[config.mk]
export PLATFORM = sky130hd
export DESIGN_NAME = ram_arbiter_flat
export DESIGN_NICKNAME = d
export VERILOG_FILES = /design/src/rtl/ram_pkg.sv /design/src/rtl/ram_arbiter_if.sv /design/src/rtl/ram_arbiter_rr_picker.sv /design/src/rtl/ram_arbiter.sv /design/src/flat_wrapper.sv
export SDC_FILE = /design/constraint.sdc
export NUM_CORES = 1
export LEC_CHECK = 0
export ABC_AREA = 1
export CAP_MARGIN = 10
export CORE_UTILIZATION = 37
export CTS_CLUSTER_DIAMETER = 150
export DETAILED_ROUTE_END_ITERATION = 10
export PLACE_DENSITY = 0.77
export REMOVE_ABC_BUFFERS = 1
export SETUP_SLACK_MARGIN = 0.5
export SYNTH_ARGS = -nofsm -noshare
export SYNTH_HDL_FRONTEND = slang
export SYNTH_SLANG_ARGS = --single-unit
[constraint.sdc]
create_clock -name clk -period 1.7 [get_ports clk]
set_input_delay 0.17 -clock clk [delete_from_list [all_inputs] [get_ports clk]]
set_output_delay 0.17 -clock clk [all_outputs]
set_load 0.02 [all_outputs]
[src/rtl/ram_pkg.sv]
// Shared constants and types for the level/score RAM arbiter.
package ram_pkg;

  localparam int NREQ   = 4;
  localparam int ADDR_W = 8;
  localparam int DATA_W = 8;

  localparam logic RW_WRITE = 1'b1;
  localparam logic RW_READ  = 1'b0;

  typedef enum logic [1:0] {
    IDLE   = 2'd0,
    ACCESS = 2'd1,
    RDWAIT = 2'd2
  } arb_state_t;

  // One-hot acknowledge vector for a grant index.
  function automatic logic [NREQ-1:0] grant_onehot(input logic [1:0] idx);
    return {{(NREQ-1){1'b0}}, 1'b1} << idx;
  endfunction

endpackage

[src/rtl/ram_arbiter_if.sv]
// Requester bus plus RAM primitive connection for ram_arbiter.
interface ram_arbiter_if;
  import ram_pkg::*;

  logic [NREQ-1:0]        req;
  logic [NREQ-1:0]        we;
  logic [NREQ*ADDR_W-1:0] addr;
  logic [NREQ*DATA_W-1:0] wdata;
  logic [NREQ-1:0]        ack;
  logic [DATA_W-1:0]      rdata;
  logic                   busy;
  logic [1:0]             grant_id;
  logic [ADDR_W-1:0]      ram_addr;
  logic [DATA_W-1:0]      ram_wdata;
  logic                   ram_r_w;
  logic [DATA_W-1:0]      ram_rdata;

  // Requesters and the RAM primitive together form the master side.
  modport master (
    output req, we, addr, wdata, ram_rdata,
    input  ack, rdata, busy, grant_id, ram_addr, ram_wdata, ram_r_w
  );

  modport slave (
    input  req, we, addr, wdata, ram_rdata,
    output ack, rdata, busy, grant_id, ram_addr, ram_wdata, ram_r_w
  );

endinterface

[src/rtl/ram_arbiter_rr_picker.sv]
// Combinational 4-way rotating-priority encoder; the slot after i_last_grant
// has highest priority and i_last_grant itself has lowest.
module rr_picker
  import ram_pkg::*;
(
  input  logic [NREQ-1:0] i_mask,
  input  logic [1:0]      i_last_grant,
  output logic            o_valid,
  output logic [1:0]      o_idx
);

  logic [1:0] w_cand;

  // Scan from farthest to nearest so the nearest eligible slot wins.
  always_comb begin
    o_valid = |i_mask;
    o_idx   = i_last_grant;
    w_cand  = i_last_grant;
    for (int k = NREQ; k >= 1; k--) begin
      w_cand = i_last_grant + 2'(k);
      if (i_mask[w_cand]) begin
        o_idx = w_cand;
      end else begin
        o_idx = o_idx;
      end
    end
  end

endmodule

[src/rtl/ram_arbiter.sv]
// Round-robin arbiter sharing one synchronous single-port RAM between four
// requesters, one transaction at a time.
module ram_arbiter
  import ram_pkg::*;
(
  input  logic          clk,
  input  logic          reset,
  ram_arbiter_if.slave  bus
);

  arb_state_t        r_state;
  logic [1:0]        r_last_grant;
  logic [1:0]        r_grant_id;
  logic [NREQ-1:0]   r_ack;
  logic [DATA_W-1:0] r_rdata;
  logic              r_busy;
  logic [ADDR_W-1:0] r_ram_addr;
  logic [DATA_W-1:0] r_ram_wdata;
  logic              r_ram_r_w;
  logic              r_is_write;

  logic [NREQ-1:0]   w_eligible;
  logic              w_valid;
  logic [1:0]        w_idx;

  // A requester acknowledged this cycle is not eligible again until next cycle.
  assign w_eligible = bus.req & ~r_ack;

  rr_picker u_picker (
    .i_mask       (w_eligible),
    .i_last_grant (r_last_grant),
    .o_valid      (w_valid),
    .o_idx        (w_idx)
  );

  // Arbitration FSM with all outputs registered.
  always_ff @(posedge clk) begin
    if (!reset) begin
      r_state      <= IDLE;
      r_last_grant <= 2'd3;
      r_grant_id   <= 2'd0;
      r_ack        <= {NREQ{1'b0}};
      r_rdata      <= {DATA_W{1'b0}};
      r_busy       <= 1'b0;
      r_ram_addr   <= {ADDR_W{1'b0}};
      r_ram_wdata  <= {DATA_W{1'b0}};
      r_ram_r_w    <= RW_READ;
      r_is_write   <= 1'b0;
    end else begin
      r_ack <= {NREQ{1'b0}};
      case (r_state)
        IDLE: begin
          if (w_valid) begin
            r_ram_addr   <= bus.addr[int'(w_idx)*ADDR_W +: ADDR_W];
            r_ram_wdata  <= bus.wdata[int'(w_idx)*DATA_W +: DATA_W];
            r_ram_r_w    <= bus.we[w_idx] ? RW_WRITE : RW_READ;
            r_is_write   <= bus.we[w_idx];
            r_grant_id   <= w_idx;
            r_last_grant <= w_idx;
            r_busy       <= 1'b1;
            r_state      <= ACCESS;
          end else begin
            r_state <= IDLE;
          end
        end
        ACCESS: begin
          r_ram_r_w <= RW_READ;
          if (r_is_write) begin
            r_ack   <= grant_onehot(r_grant_id);
            r_busy  <= 1'b0;
            r_state <= IDLE;
          end else begin
            r_state <= RDWAIT;
          end
        end
        RDWAIT: begin
          r_rdata <= bus.ram_rdata;
          r_ack   <= grant_onehot(r_grant_id);
          r_busy  <= 1'b0;
          r_state <= IDLE;
        end
        default: begin
          r_ram_r_w <= RW_READ;
          r_busy    <= 1'b0;
          r_state   <= IDLE;
        end
      endcase
    end
  end

  assign bus.ack       = r_ack;
  assign bus.rdata     = r_rdata;
  assign bus.busy      = r_busy;
  assign bus.grant_id  = r_grant_id;
  assign bus.ram_addr  = r_ram_addr;
  assign bus.ram_wdata = r_ram_wdata;
  assign bus.ram_r_w   = r_ram_r_w;

endmodule

[src/flat_wrapper.sv]
// flat-port wrapper written by rule: the top's interface ports become plain ports
module ram_arbiter_flat import ram_pkg::*;
  (clk, reset, bus_req, bus_we, bus_addr, bus_wdata, bus_ram_rdata, bus_ack, bus_rdata, bus_busy, bus_grant_id, bus_ram_addr, bus_ram_wdata, bus_ram_r_w);
  ram_arbiter_if bus_i ();
  input  logic clk;
  input  logic reset;
  input wire logic [$bits(bus_i.req)-1:0] bus_req;
  input wire logic [$bits(bus_i.we)-1:0] bus_we;
  input wire logic [$bits(bus_i.addr)-1:0] bus_addr;
  input wire logic [$bits(bus_i.wdata)-1:0] bus_wdata;
  input wire logic [$bits(bus_i.ram_rdata)-1:0] bus_ram_rdata;
  output wire logic [$bits(bus_i.ack)-1:0] bus_ack;
  output wire logic [$bits(bus_i.rdata)-1:0] bus_rdata;
  output wire logic [$bits(bus_i.busy)-1:0] bus_busy;
  output wire logic [$bits(bus_i.grant_id)-1:0] bus_grant_id;
  output wire logic [$bits(bus_i.ram_addr)-1:0] bus_ram_addr;
  output wire logic [$bits(bus_i.ram_wdata)-1:0] bus_ram_wdata;
  output wire logic [$bits(bus_i.ram_r_w)-1:0] bus_ram_r_w;
  assign bus_i.req = bus_req;
  assign bus_i.we = bus_we;
  assign bus_i.addr = bus_addr;
  assign bus_i.wdata = bus_wdata;
  assign bus_i.ram_rdata = bus_ram_rdata;
  assign bus_ack = bus_i.ack;
  assign bus_rdata = bus_i.rdata;
  assign bus_busy = bus_i.busy;
  assign bus_grant_id = bus_i.grant_id;
  assign bus_ram_addr = bus_i.ram_addr;
  assign bus_ram_wdata = bus_i.ram_wdata;
  assign bus_ram_r_w = bus_i.ram_r_w;
  ram_arbiter u_core (.clk(clk), .reset(reset), .bus(bus_i));
endmodule
==> summary by stage, run 1 <==
Power and ir drop
In this run the power density over the cells is slightly below 2000 mW/mm2. The leakage power is between 2 and 2.5 nW. IR analysis of the VDD net gives a maximum drop of ~1.4 mV.

Min path
In this run the worst hold path is classified as in2reg.

Worst setup path
For flop-to-flop paths, the worst setup slack is -230 ps. The beginning of the worst register-to-register path is u_core.r_last_grant[0]. The type of destination of the critical path is a flop. The biggest fanout along the worst timing path is 6. The critical path is of the reg2reg type.

For the worst setup path, the data required time is a little under 2000 ps. The logic depth of the worst register-to-register path is 16. In this run the critical register-to-register path is captured at u_core.bus.ram_r_w. Data on the critical path arrives at its endpoint at about 2200 ps. The critical path capture point is u_core.bus.ram_r_w. The startpoint class of the critical path is a flop. The most critical setup path has its startpoint at u_core.r_last_grant[0].

Clock network
The clock latency of the later-clocked register in the worst-skew pair is roughly 300 ps. The longest clock path from root to sink contains 2 buffers. TritonCTS created 5 clock buffers. The number of levels the H-tree was split into is 2. The CTS tree is built. Clock tree synthesis selected as its root buffer the cell sky130_fd_sc_hd__clkbuf_8.

The cts-stage hold buffer count is 0. The clock input transition at the sequential cells of the worst setup and hold paths is approximately 70 ps. The tree built by TritonCTS fans out to 37 sinks.

STA
The count of pins over their slew limit was 0. At the pin with the least slew margin, the transition time is a little under 300 ps. The fmax is just over 500 MHz. The accumulated negative setup slack is -3300 ps.

The period utilization is 114%. Setup repair after global routing could not meet its margin everywhere. The worst clock skew is ~5.2 ps.

Measured against its own limit, the worst slew margin works out to between 80% and 90%. The time the worst path needs with I/O delays and setup is between 1500 and 2000 ps. The worst-case setup margin in the final layout is -233 ps. Setup violations remaining at the end of the flow were counted as 20.

The number of failing hold endpoints at the final stage came to 0.

Layout
The fraction of final layout cells with drive strength greater than 1 is between 20% and 30%. Cells fill between 70% and 80% of the core in the end. The number of filler instances in the final layout is roughly 470. The area taken by multi-input logic gates is about 0.0016 mm2. The antenna cell count is 0. The library cells used most frequently in the layout, excluding fill and tap cells, are sky130_fd_sc_hd__nand2_1 (93), sky130_fd_sc_hd__clkdlybuf4s50_1 (78), sky130_fd_sc_hd__nand3_1 (41). At the end of the flow, the number of nets in the layout was a little under 600. The finished cells cover 0.00429 mm2. The leading cell type in the layout, fill and taps excluded is sky130_fd_sc_hd__nand2_1. Across the whole layout, storage elements account for around 750 um2.

Relative to the synthesized area, the layout overhead comes to 82.0%.

Detailed routing
The routed length on met3 is between 600 and 700 um. The detailed router finished its first iteration with about 170 violations. In the final routed layout, each cell accounts on average for between 15 and 20 um.

Wires add up to 8860 um. After detailed routing, no signal wire sits above met4. The routed length on met2 is approximately 4400 um. After detailed routing, the number of vias per cell comes to 5.18. The first TritonRoute pass finished after 5 iterations. The post-detailed-route count of antenna-violating nets is 0. The number of design rule violations left after detail routing is 0. The routed length on met1 is approximately 3500 um. The final route contains roughly 3000 vias.

Placed design
After detailed placement, the total cell area comes to ~0.0037 mm2. The weighted congestion at the end of routability-driven global placement is around 0.77. Detailed placement ended at an HPWL of ~5400 um.

The port buffer count is between 100 and 150.

Global route
The number of global-route vias before repair is 2765. The number of antenna violations at the first check in global routing is 0. The maximum number of pins on one net before global-route repair is 29. The global-route usage over all layers is about 25%. The first global-routing pass estimated ~13000 um of wire. Global routing finished with a remaining overflow of 0.

Synth
The average instance area after synthesis is between 6 and 7 um2. The warning count from the yosys run is 0. Yosys mapped the design onto 26 distinct sky130hd cell types. By area the synthesized netlist is led by sky130_fd_sc_hd__dfxtp_1 (31%), sky130_fd_sc_hd__nand2_1 (17%), sky130_fd_sc_hd__nand3_1 (9.8%), sky130_fd_sc_hd__o21ai_0 (5.3%), sky130_fd_sc_hd__inv_1 (5.2%). The post-synthesis instance area is 0.00236 mm2. Synthesis inferred 37 register bits. The sequential element share of the synthesized area is between 30% and 40%. The area share of the largest cell type after synthesis is around a third. The largest area contributor in the netlist is sky130_fd_sc_hd__dfxtp_1. In the synthesized netlist, the number of instances is 365.

Floorplanning
The area of the core region is 0.00603 mm2. The die height is 81.9 um. The die covers about 0.0067 mm2. The width of the die is slightly above 80 um. Row generation in the floorplan step produced 28 rows. The initial utilization of the core area, before any placement, comes to roughly two fifths. The count of pins on the block boundary is ~110.

Job
The max capacitance violation total is 0.

Run status
The flow ran to the end, but the final reports show violations. The final reports fail on negative setup slack.
==> final cells by class <==
type | instances | share of cell area (%)
multi-input cells | 275 | 38.1
repair buffers | 149 | 36.3
flip-flops and latches | 37 | 17.5
inverters | 38 | 3.58
well taps | 75 | 2.19
clock buffers | 6 | 1.92
clock inverters | 2 | 0.321
==> Yosys cell counts, drive strengths merged <==
cell / number
a211oi: 1
a21o: 16
a21oi: 22
buf: 13
clkbuf: 7
clkinv: 1
dfxtp: 37
ha: 3
inv: 37
nand2: 119
nand3: 48
nor2: 29
nor4: 5
o211ai: 2
o21ai: 25
==> sequential cells by signal, summed over array words and instances, names as in the netlist <==
signal and count:
u_core.bus.ram_addr 8, u_core.bus.ram_wdata 8, u_core.bus.rdata 8, u_core.bus.ack 4, u_core.bus.grant_id 2, u_core.r_last_grant 2
u_core.r_state 2, u_core.bus.busy 1, u_core.bus.ram_r_w 1, u_core.r_is_write 1
==> through the flow <==
| stage | setup WS [ps] | hold slack, ps | cells | power [mW] |
|---|---|---|---|---|
| global route | -330 | 467 | 582 | 8.85 |
| finish | -233 | 456 | 582 | 8.32 |
| global placement | -306 | 471 | 556 | 5.92 |
| floorplan | -388 | 269 | 345 | 4.09 |
| CTS | -120 | 451 | 569 | 7.22 |
| detailed placement | -420 | 474 | 556 | 6.02 |
==> routing by layer <==
metal | track usage (%) | up-vias
li1 | - | 1466
met1 | 28.7 | 1397
met2 | 44.3 | 125
met3 | 6.00 | 28
met4 | 7.72 | 0
met5 | 0 | -
==> worst min path at each step <==
stage | to | slack [ps] | from | depth (start not counted)
final | u_core.bus.rdata[1] | 460 | bus_ram_rdata[1] | 3
after global routing | u_core.bus.rdata[7] | 470 | bus_ram_rdata[7] | 3
after CTS | u_core.bus.rdata[1] | 450 | bus_ram_rdata[1] | 3
after detailed placement | u_core.bus.ram_r_w | 470 | u_core.bus.ram_r_w | 2
after global placement | u_core.bus.ram_r_w | 470 | u_core.bus.ram_r_w | 2
after floorplan | u_core.r_last_grant[1] | 270 | reset | 1
==> worst max-delay path, stage by stage, from the launching register on <==
cell	delay (ps)
sky130_fd_sc_hd__dfxtp_2	350
sky130_fd_sc_hd__buf_12	130
sky130_fd_sc_hd__inv_8	40
sky130_fd_sc_hd__nor2_4	160
sky130_fd_sc_hd__nand2_2	90
sky130_fd_sc_hd__nand2_2	100
sky130_fd_sc_hd__nor2_4	60
sky130_fd_sc_hd__nand2_4	80
sky130_fd_sc_hd__nand2_4	100
sky130_fd_sc_hd__nand2_8	140
sky130_fd_sc_hd__buf_4	130
sky130_fd_sc_hd__nand3_1	70
sky130_fd_sc_hd__nand2_1	80
sky130_fd_sc_hd__nand2_1	70
sky130_fd_sc_hd__nand2_2	80
sky130_fd_sc_hd__nand3_2	70
sky130_fd_sc_hd__a21oi_2	110
==> logic make-up (layout without fill, tap and decap cells) <==
family          count (synthesis)  after routing  synth area share (%)
fa+ha+maj                       3              3                  1.59
buf+inv                        58            195                  12.0
simple gates                  201            206                  39.0
compound gates                 66             66                  16.0
flops                          37             37                  31.4
==> power breakdown <==
group / switching, mW / internal, mW / total, mW
Sequential: 0.193 / 1.15 / 1.34
Combinational: 3.62 / 2.71 / 6.32
Clock: 0.325 / 0.328 / 0.653
==> timing repair <==
item                                   in CTS  in global routing
setup endpoints to repair                  64                 43
setup buffers                               2                  8
cloned                                      3                  5
endpoints found under the hold margin       0                  0
pin swaps                                  10                 15
gates resized for setup                    78                 51
No activity file was read; power rests on OpenSTA's default activity.
==> inputs of run 2 (changes only) <==
--- a/config.mk
+++ b/config.mk
@@ -10,7 +10,7 @@
 export CORE_UTILIZATION = 37
 export CTS_CLUSTER_DIAMETER = 150
 export DETAILED_ROUTE_END_ITERATION = 10
-export PLACE_DENSITY = 0.77
+export PLACE_DENSITY = 0.86
 export REMOVE_ABC_BUFFERS = 1
 export SETUP_SLACK_MARGIN = 0.5
 export SYNTH_ARGS = -nofsm -noshare
==> run 2 against run 1 <==
Compared with the run above:
- the flow still finishes with violations (negative setup slack)
- first-iteration DRC count shrank 25%
- clock power shrank 8.6%
- non-clock buffer count grew 1
- hold slack gained 8.2 ps
- final cell count shrank 0.34%
- largest cell class unchanged
- highest routed layer unchanged
==> summary by stage, run 2 (synthesis results as in run 1) <==
Worst setup path
The data arrival at the endpoint of the critical path is around 2100 ps. The logic depth of the worst register-to-register path is 15. The worst register-to-register path has a setup slack of -190 ps. The worst setup path is launched from a flop.

The worst setup path is of the reg2reg kind. The type of destination of the critical path is a flop. In this run the critical register-to-register path is launched from u_core.r_last_grant[0]. The required time of the critical path is 1890 ps. The worst register-to-register path ends at u_core.bus.ram_wdata[2]. Of all nets on the critical path, the largest fanout is 18.

Clock network
The cell sitting at the root of the clock tree is a sky130_fd_sc_hd__clkbuf_8. The number of CTS-inserted buffers is 5. TritonCTS built the clock tree. After clock tree synthesis, the clock-pin slew on the worst setup and hold paths is 80 ps. The H-tree was split into 2 levels. The cts-stage hold buffer count is 0. In this run the deepest clock path goes through 2 buffers. The clock sink count is 37. The later pin in the worst-skew pair is clocked with a latency of ~290 ps.

STA
The worst hold slack across all endpoints is around 460 ps. Setup repair after global routing could not meet its margin everywhere. The relative slew slack is between 80% and 90%. In the final timing run, aggregate negative setup slack is -3080 ps. The worst clock skew is around 6.6 ps. The worst path uses 111% of the clock period. After layout, the worst setup slack is -189 ps. For the finished layout, the period the worst path requires is approximately 1900 ps. For the pin with the worst max-slew slack, the measured transition is between 200 and 300 ps. The count of pins over their slew limit was 0. The number of failing hold endpoints at the final stage came to 0.

The fmax is 529 MHz. Setup violations remaining at the end of the flow were counted as 20.

Layout
In the layout the commonest cells are sky130_fd_sc_hd__nand2_1 (86), sky130_fd_sc_hd__clkdlybuf4s50_1 (80), sky130_fd_sc_hd__nand3_1 (38). After routing the design area is between 0.004 and 0.005 mm2. The post-route netlist has about 27% of its cells at a drive strength greater than 1.

At the end of the flow, the number of nets in the layout was ~590. The antenna cell count is 0. Relative to the synthesized area, the layout overhead comes to 79.3%. The final design utilization is a little over two thirds. The library cell used most frequently in the layout, excluding fill and tap cells, is sky130_fd_sc_hd__nand2_1.

Min path
The terminating pin of the worst hold path is u_core.bus.rdata[0]. Counting instances, the worst hold path has a depth of 3. The worst min-delay path class is in2reg.

The worst hold path startpoint is bus_ram_rdata[0].

Global route
The number of global-route vias before repair is roughly 2800. The global-route usage over all layers is 24.7%. The total congestion overflow after global routing is 0. The number of antenna violations at the first check in global routing is 0.

Entering global routing, the biggest net connects 21 pins. The first global-routing pass estimated between 10000 and 15000 um of wire.

Detailed routing
After detailed routing, the average wire length per cell comes to 14.5 um. The average via count per standard cell is 5.05. For this run, design rule violations remaining after detail routing come to 0. The detail route stage leaves a number of antenna-violating nets equal to 0. The total detailed-routing wirelength is around 8400 um.

The number of DRC markers after the initial detailed-route iteration is between 100 and 150. The routed layout has 2928 vias. The pre-antenna-repair detailed-routing pass consisted of 4 iterations.

Floorplanning
The floorplan step defined a core boundary enclosing around 0.006 mm2. The die area is between 0.006 and 0.007 mm2. Once the floorplan was initialized, standard cells occupied 39.2% of the core. The die height is 81.9 um. Measured along the x axis, the die boundary spans slightly above 80 um. 114 I/O pins were placed. Row generation in the floorplan step produced 28 rows.

Job
The max capacitance violation total is 0.

Placed design
The weighted congestion at the end of routability-driven global placement is ~0.8. The port buffer count is roughly 110. The half-perimeter wire length after placement is between 5000 and 6000 um. The instance area after placement is around 0.0037 mm2.

Power and ir drop
Dividing total power by cell area gives a power density of 1870 mW/mm2. For this design the static power due to leakage is around 2.1 nW. The post-layout total power is about 7.9 mW.

The largest vdd supply drop is 1.23 mV.

Run status
The final reports fail on negative setup slack. The flow ran to the end, but the final reports show violations.
## run 2: cell count changes in the layout (fill, tap and decap cells not counted), moves of 4 or more
| cell | previous run | this run |
|---|---|---|
| sky130_fd_sc_hd__nand2_1 | 93 | 86 |
| sky130_fd_sc_hd__a21oi_1 | 15 | 10 |
| sky130_fd_sc_hd__a21oi_2 | 7 | 12 |
| sky130_fd_sc_hd__buf_6 | 4 | 9 |
| sky130_fd_sc_hd__nand2_4 | 8 | 13 |
| sky130_fd_sc_hd__buf_12 | 10 | 6 |
| sky130_fd_sc_hd__nand2_8 | 6 | 2 |
## run 2: cell type report
type | instances | area (um2)
Tap cell | 75 | 93.8
Multi-Input combinational cell | 272 | 1640
Fill cell | 501 | 1800
Sequential cell | 37 | 754
Clock inverter | 2 | 10.0
Clock buffer | 6 | 72.6
Inverter | 38 | 154
Timing Repair Buffer | 150 | 1510
## run 2: report_power, final
group          internal (mW)  switching (mW)  leakage, nW
logic                   2.55            3.43         1.74
clock network          0.284           0.313       0.0450
registers               1.16           0.187        0.307
total                   3.99            3.93         2.10
## run 2: metal layers
layer | global-route usage, % | share of wire [%] | vias to the layer above
met1 | 27.0 | 40 | 1354
met3 | 5.56 | 6.1 | 17
met4 | 8.60 | 2.1 | 0
met5 | 0 | 0 | -
met2 | 46.0 | 52 | 98
li1 | - | - | 1459
## run 2: per-stage QoR
step / setup WS (ps) / std cells
6_report: -189 / 580
5_1_grt: -283 / 580
4_1_cts: -87.3 / 575
3_5_place_dp: -342 / 560
3_3_place_gp: -282 / 560
2_1_floorplan: -388 / 345
## run 2: critical path, stage by stage, from the launching register on
cell,delay (ps)
sky130_fd_sc_hd__dfxtp_2,330
sky130_fd_sc_hd__buf_12,140
sky130_fd_sc_hd__nand2_2,60
sky130_fd_sc_hd__inv_2,40
sky130_fd_sc_hd__nor2_2,120
sky130_fd_sc_hd__nand2_2,80
sky130_fd_sc_hd__nand2_4,100
sky130_fd_sc_hd__nand2_4,80
sky130_fd_sc_hd__nand3_4,180
sky130_fd_sc_hd__nand2_4,90
sky130_fd_sc_hd__buf_12,150
sky130_fd_sc_hd__nand2_1,60
sky130_fd_sc_hd__nand2_1,60
sky130_fd_sc_hd__a21oi_2,130
sky130_fd_sc_hd__a21o_1,120
sky130_fd_sc_hd__inv_1,30
## run 2: worst max path at each step
stage	endpoint	cells past startpoint	from	slack, ps
3_5_place_dp	u_core.bus.ram_r_w	15	bus_req[1]	-340
4_1_cts	u_core.bus.ram_wdata[4]	16	u_core.r_last_grant[0]	-90
6_report	u_core.bus.ram_wdata[2]	15	u_core.r_last_grant[0]	-190
3_3_place_gp	u_core.bus.ram_r_w	14	bus_req[0]	-280
5_1_grt	u_core.bus.ram_addr[5]	15	u_core.r_last_grant[0]	-280
2_1_floorplan	u_core.bus.ram_addr[0]	13	u_core.r_last_grant[0]	-390
## run 2: what timing repair did
| action | CTS | global route |
|---|---|---|
| pin swaps | 15 | 21 |
| resized for setup | 85 | 56 |
| endpoints found under the setup margin | 66 | 40 |
| cloned | 3 | 1 |
| setup buffers | 4 | 4 |
==> inputs of run 3 (changes only) <==
--- a/config.mk
+++ b/config.mk
@@ -7,10 +7,10 @@
 export LEC_CHECK = 0
 export ABC_AREA = 1
 export CAP_MARGIN = 10
-export CORE_UTILIZATION = 37
+export CORE_UTILIZATION = 31
 export CTS_CLUSTER_DIAMETER = 150
 export DETAILED_ROUTE_END_ITERATION = 10
-export PLACE_DENSITY = 0.86
+export PLACE_DENSITY = 0.75
 export REMOVE_ABC_BUFFERS = 1
 export SETUP_SLACK_MARGIN = 0.5
 export SYNTH_ARGS = -nofsm -noshare
==> run 3 against run 2 <==
Compared with the run above:
- fmax decreased by 0.32%
- sequential cell count unchanged
- clock skew decreased by 2.9 ps
- hold slack got worse by 3.7 ps
- clock power increased by 32%
- critical path type unchanged
- sequential power about the same
- combinational power increased by 16%
- worst setup slack got worse by 6.0 ps
- non-clock buffer count increased by 2
- sequential share of layout area decreased by 1.4 points
- the flow still finishes with violations (negative setup slack)
- first-iteration DRC count decreased by 36%
- global-route usage decreased by 3.0 points
==> summary by stage, run 3 (synthesis results as in run 1) <==
Clock network
The CTS root buffer is sky130_fd_sc_hd__clkbuf_8. The maximum clock path buffer count is 2. The clock latency of the later-clocked register in the worst-skew pair is a little under 300 ps.

The clock net in this run drives a total of 37 sinks. The cts-stage hold buffer count is 0. The number of levels the H-tree was split into is 2. The number of CTS-inserted buffers is 5. The clock input transition at the sequential cells of the worst setup and hold paths is 70 ps. TritonCTS built the clock tree.

Worst setup path
The startpoint class of the critical path is a flop. The required time of the critical path is approximately 1900 ps. The biggest fanout along the worst timing path is 8.

Among all stages on the critical path, the largest delay is contributed by sky130_fd_sc_hd__dfxtp_2. The delay of the slowest critical-path stage is between 300 and 400 ps. Traced cell by cell, the critical path runs through buf_12, nand2_1, inv_2, nand2_1, nand2_2, nor2_4, nand2_4, nand3_4, buf_12, nand2_8, nand2_1, nand2_2, a21oi_2, a21o_1, inv_1. The critical path's most frequent cell is sky130_fd_sc_hd__nand2_1. At the worst endpoint, the arrival time is approximately 2100 ps.

The path type of the worst setup path is reg2reg. The type of destination of the critical path is a flop.

Layout
The final design utilization is approximately 63%. With fillers left out, the area of the finished cells amounts to between 0.004 and 0.005 mm2. In the layout the commonest cells are sky130_fd_sc_hd__clkdlybuf4s50_1 (80), sky130_fd_sc_hd__nand2_1 (72), sky130_fd_sc_hd__inv_1 (30), sky130_fd_sc_hd__nand2_2 (30), sky130_fd_sc_hd__dfxtp_1 (29). The filler cells instantiated in the layout total 646. The area growth from synthesis to layout is 95.8%. Leaving out fill and tap cells, the most frequent cell in the layout is sky130_fd_sc_hd__clkdlybuf4s50_1. Leaving out filler cells and counting taps, the final layout contains just over 600. The fraction of final layout cells with drive strength greater than 1 is 34.3%. The antenna cell count is 0. The net count of the finished layout is 594.

Global route
The number of global-route vias before repair is about 2900. The global-route usage over all layers is between 20% and 30%. The first global-routing pass estimated 13200 um of wire. For this run the aggregate overflow at the end of global routing stands at 0. Entering global routing, the biggest net connects 29 pins. The number of antenna violations at the first check in global routing is 0.

STA
The period utilization is 111%. Headroom to the max-slew limit came out at 76.1%. For the pin with the worst max-slew slack, the measured transition is roughly 360 ps. Setup repair after global routing could not meet its margin everywhere. The number of failing hold endpoints at the final stage is 0.

The time the worst path needs with I/O delays and setup is ~1900 ps. The worst-case setup margin in the final layout is -195 ps. The fmax is approximately 530 MHz. On the final layout, the worst clock skew is between 3 and 4 ps. The count of pins over their slew limit was 0. Setup violations remaining at the end of the flow were counted as 20. The worst hold slack across all endpoints is 460 ps.

The accumulated negative setup slack is -3060 ps.

Floorplanning
The die area is ~0.008 mm2. The die height is 89.2 um. In this run the count of I/O pins placed on the die edge is roughly 110. The floorplan step defined a core boundary enclosing 0.00729 mm2. The placement row count is 31. The initial utilization of the core area, before any placement, comes to 32.4%. In this run the horizontal extent of the chip is a little under 90 um.

Detailed routing
The post-detailed-route count of antenna-violating nets is 0. The total vias in the final route is 2948. The first detailed-routing pass took 4 iterations. The routed length on met1 is a little under 4000 um. The first routing iteration left 81 violations. For this run, design rule violations remaining after detail routing come to 0.

The average detailed-routed wire length per instance is 14.9 um. After detailed routing, no signal wire sits above met4. Wires add up to ~9000 um. After detailed routing, the number of vias per cell comes to about 4.8.

Detailed routing placed a total of around 4600 um of wire on met2. Summed over all nets, wire length on met3 after detailed routing comes to about 500 um.

Placed design
Routability-driven placement finished with a final weighted congestion of ~0.77. The cell count after placement is approximately 600. Summing all placed instances gives a cell area of approximately 0.0038 mm2. In this run the tool buffered the top-level ports with around 110 buffer cells.

The worst setup slack after placement is -352 ps. Detailed placement ended at an HPWL of about 5600 um.

Job
The max capacitance violation total is 0.

Power and ir drop
The switching part of the total is about half. The clock network is responsible for around 8.7% of the overall power. In this run the static leakage power is 2.19 nW. Dividing total power by cell area gives a power density of between 1500 and 2000 mW/mm2. The switching power is roughly 4.5 mW. Combinational logic burns around 77% of the power. Sequential cells burn between 10% and 20% of the power.

The post-layout total power is 9.04 mW. Internal power comes to roughly 4.5 mW. The largest vdd supply drop is roughly 1.1 mV.

Run status
The checks that failed: negative setup slack. The flow ran to the end, but the final reports show violations.

Min path
In this run the worst hold path is classified as in2reg.
[run 3: changes by cell type in the layout (fill, tap and decap cells not counted), sizes merged]
cell and change:
buf +4, clkinvlp +1, dlygate4sd2 -1, nand2 +3, clkinv -3, clkdlybuf4s15 +1, bufinv +1, dlymetal6s2s -1
[run 3: final timing paths]
kind              cells past startpoint                 endpoint                    from  slack [ps]
hold reg to reg                       2       u_core.bus.ram_r_w      u_core.bus.ram_r_w         470
hold / removal                        3      u_core.bus.rdata[2]        bus_ram_rdata[2]         460
setup / recovery                     15  u_core.bus.ram_wdata[5]  u_core.r_last_grant[0]        -190
setup reg to reg                     15  u_core.bus.ram_wdata[5]  u_core.r_last_grant[0]        -190
[run 3: power groups by stage]
stage	logic, mW	registers (mW)	clock network, mW
after floorplan	2.47	1.63	0
after global placement	4.70	1.32	0
after detailed placement	4.80	1.33	0
after CTS	5.98	1.32	0.807
after global routing	7.43	1.37	0.845
final	6.91	1.34	0.789
[run 3: timing repair]
| item | in CTS | in global routing |
|---|---|---|
| gates cloned | 7 | 1 |
| pin swaps | 16 | 68 |
| endpoints found under the setup margin | 56 | 39 |
| setup buffers | 4 | 4 |
| resized for setup | 106 | 92 |
[run 3: area by class of cell]
class / instances / area (um2) / share of cell area (%)
clock buffer: 7 / 86.3 / 1.87
clock inverter: 1 / 30.0 / 0.650
inverter: 38 / 159 / 3.44
multi-input combinational: 275 / 1900 / 41.1
sequential: 37 / 758 / 16.4
tap: 99 / 124 / 2.68
timing repair buffer: 152 / 1560 / 33.8
[run 3: metal layers]
layer  global-route usage, %  vias to the layer above
li1                        -                     1475
met1                    26.3                     1368
met2                    39.6                       96
met3                    3.69                        9
met4                    5.63                        0
met5                       0                        -
[run 3: critical path, delay by kind of cell, from the launching register on]
family / cells / cell delay, ps
AND/OR/NAND/NOR: 9 / 790
buffers and inverters: 4 / 400
flip-flops: 1 / 330
AO/OA/AOI/OAI: 2 / 250
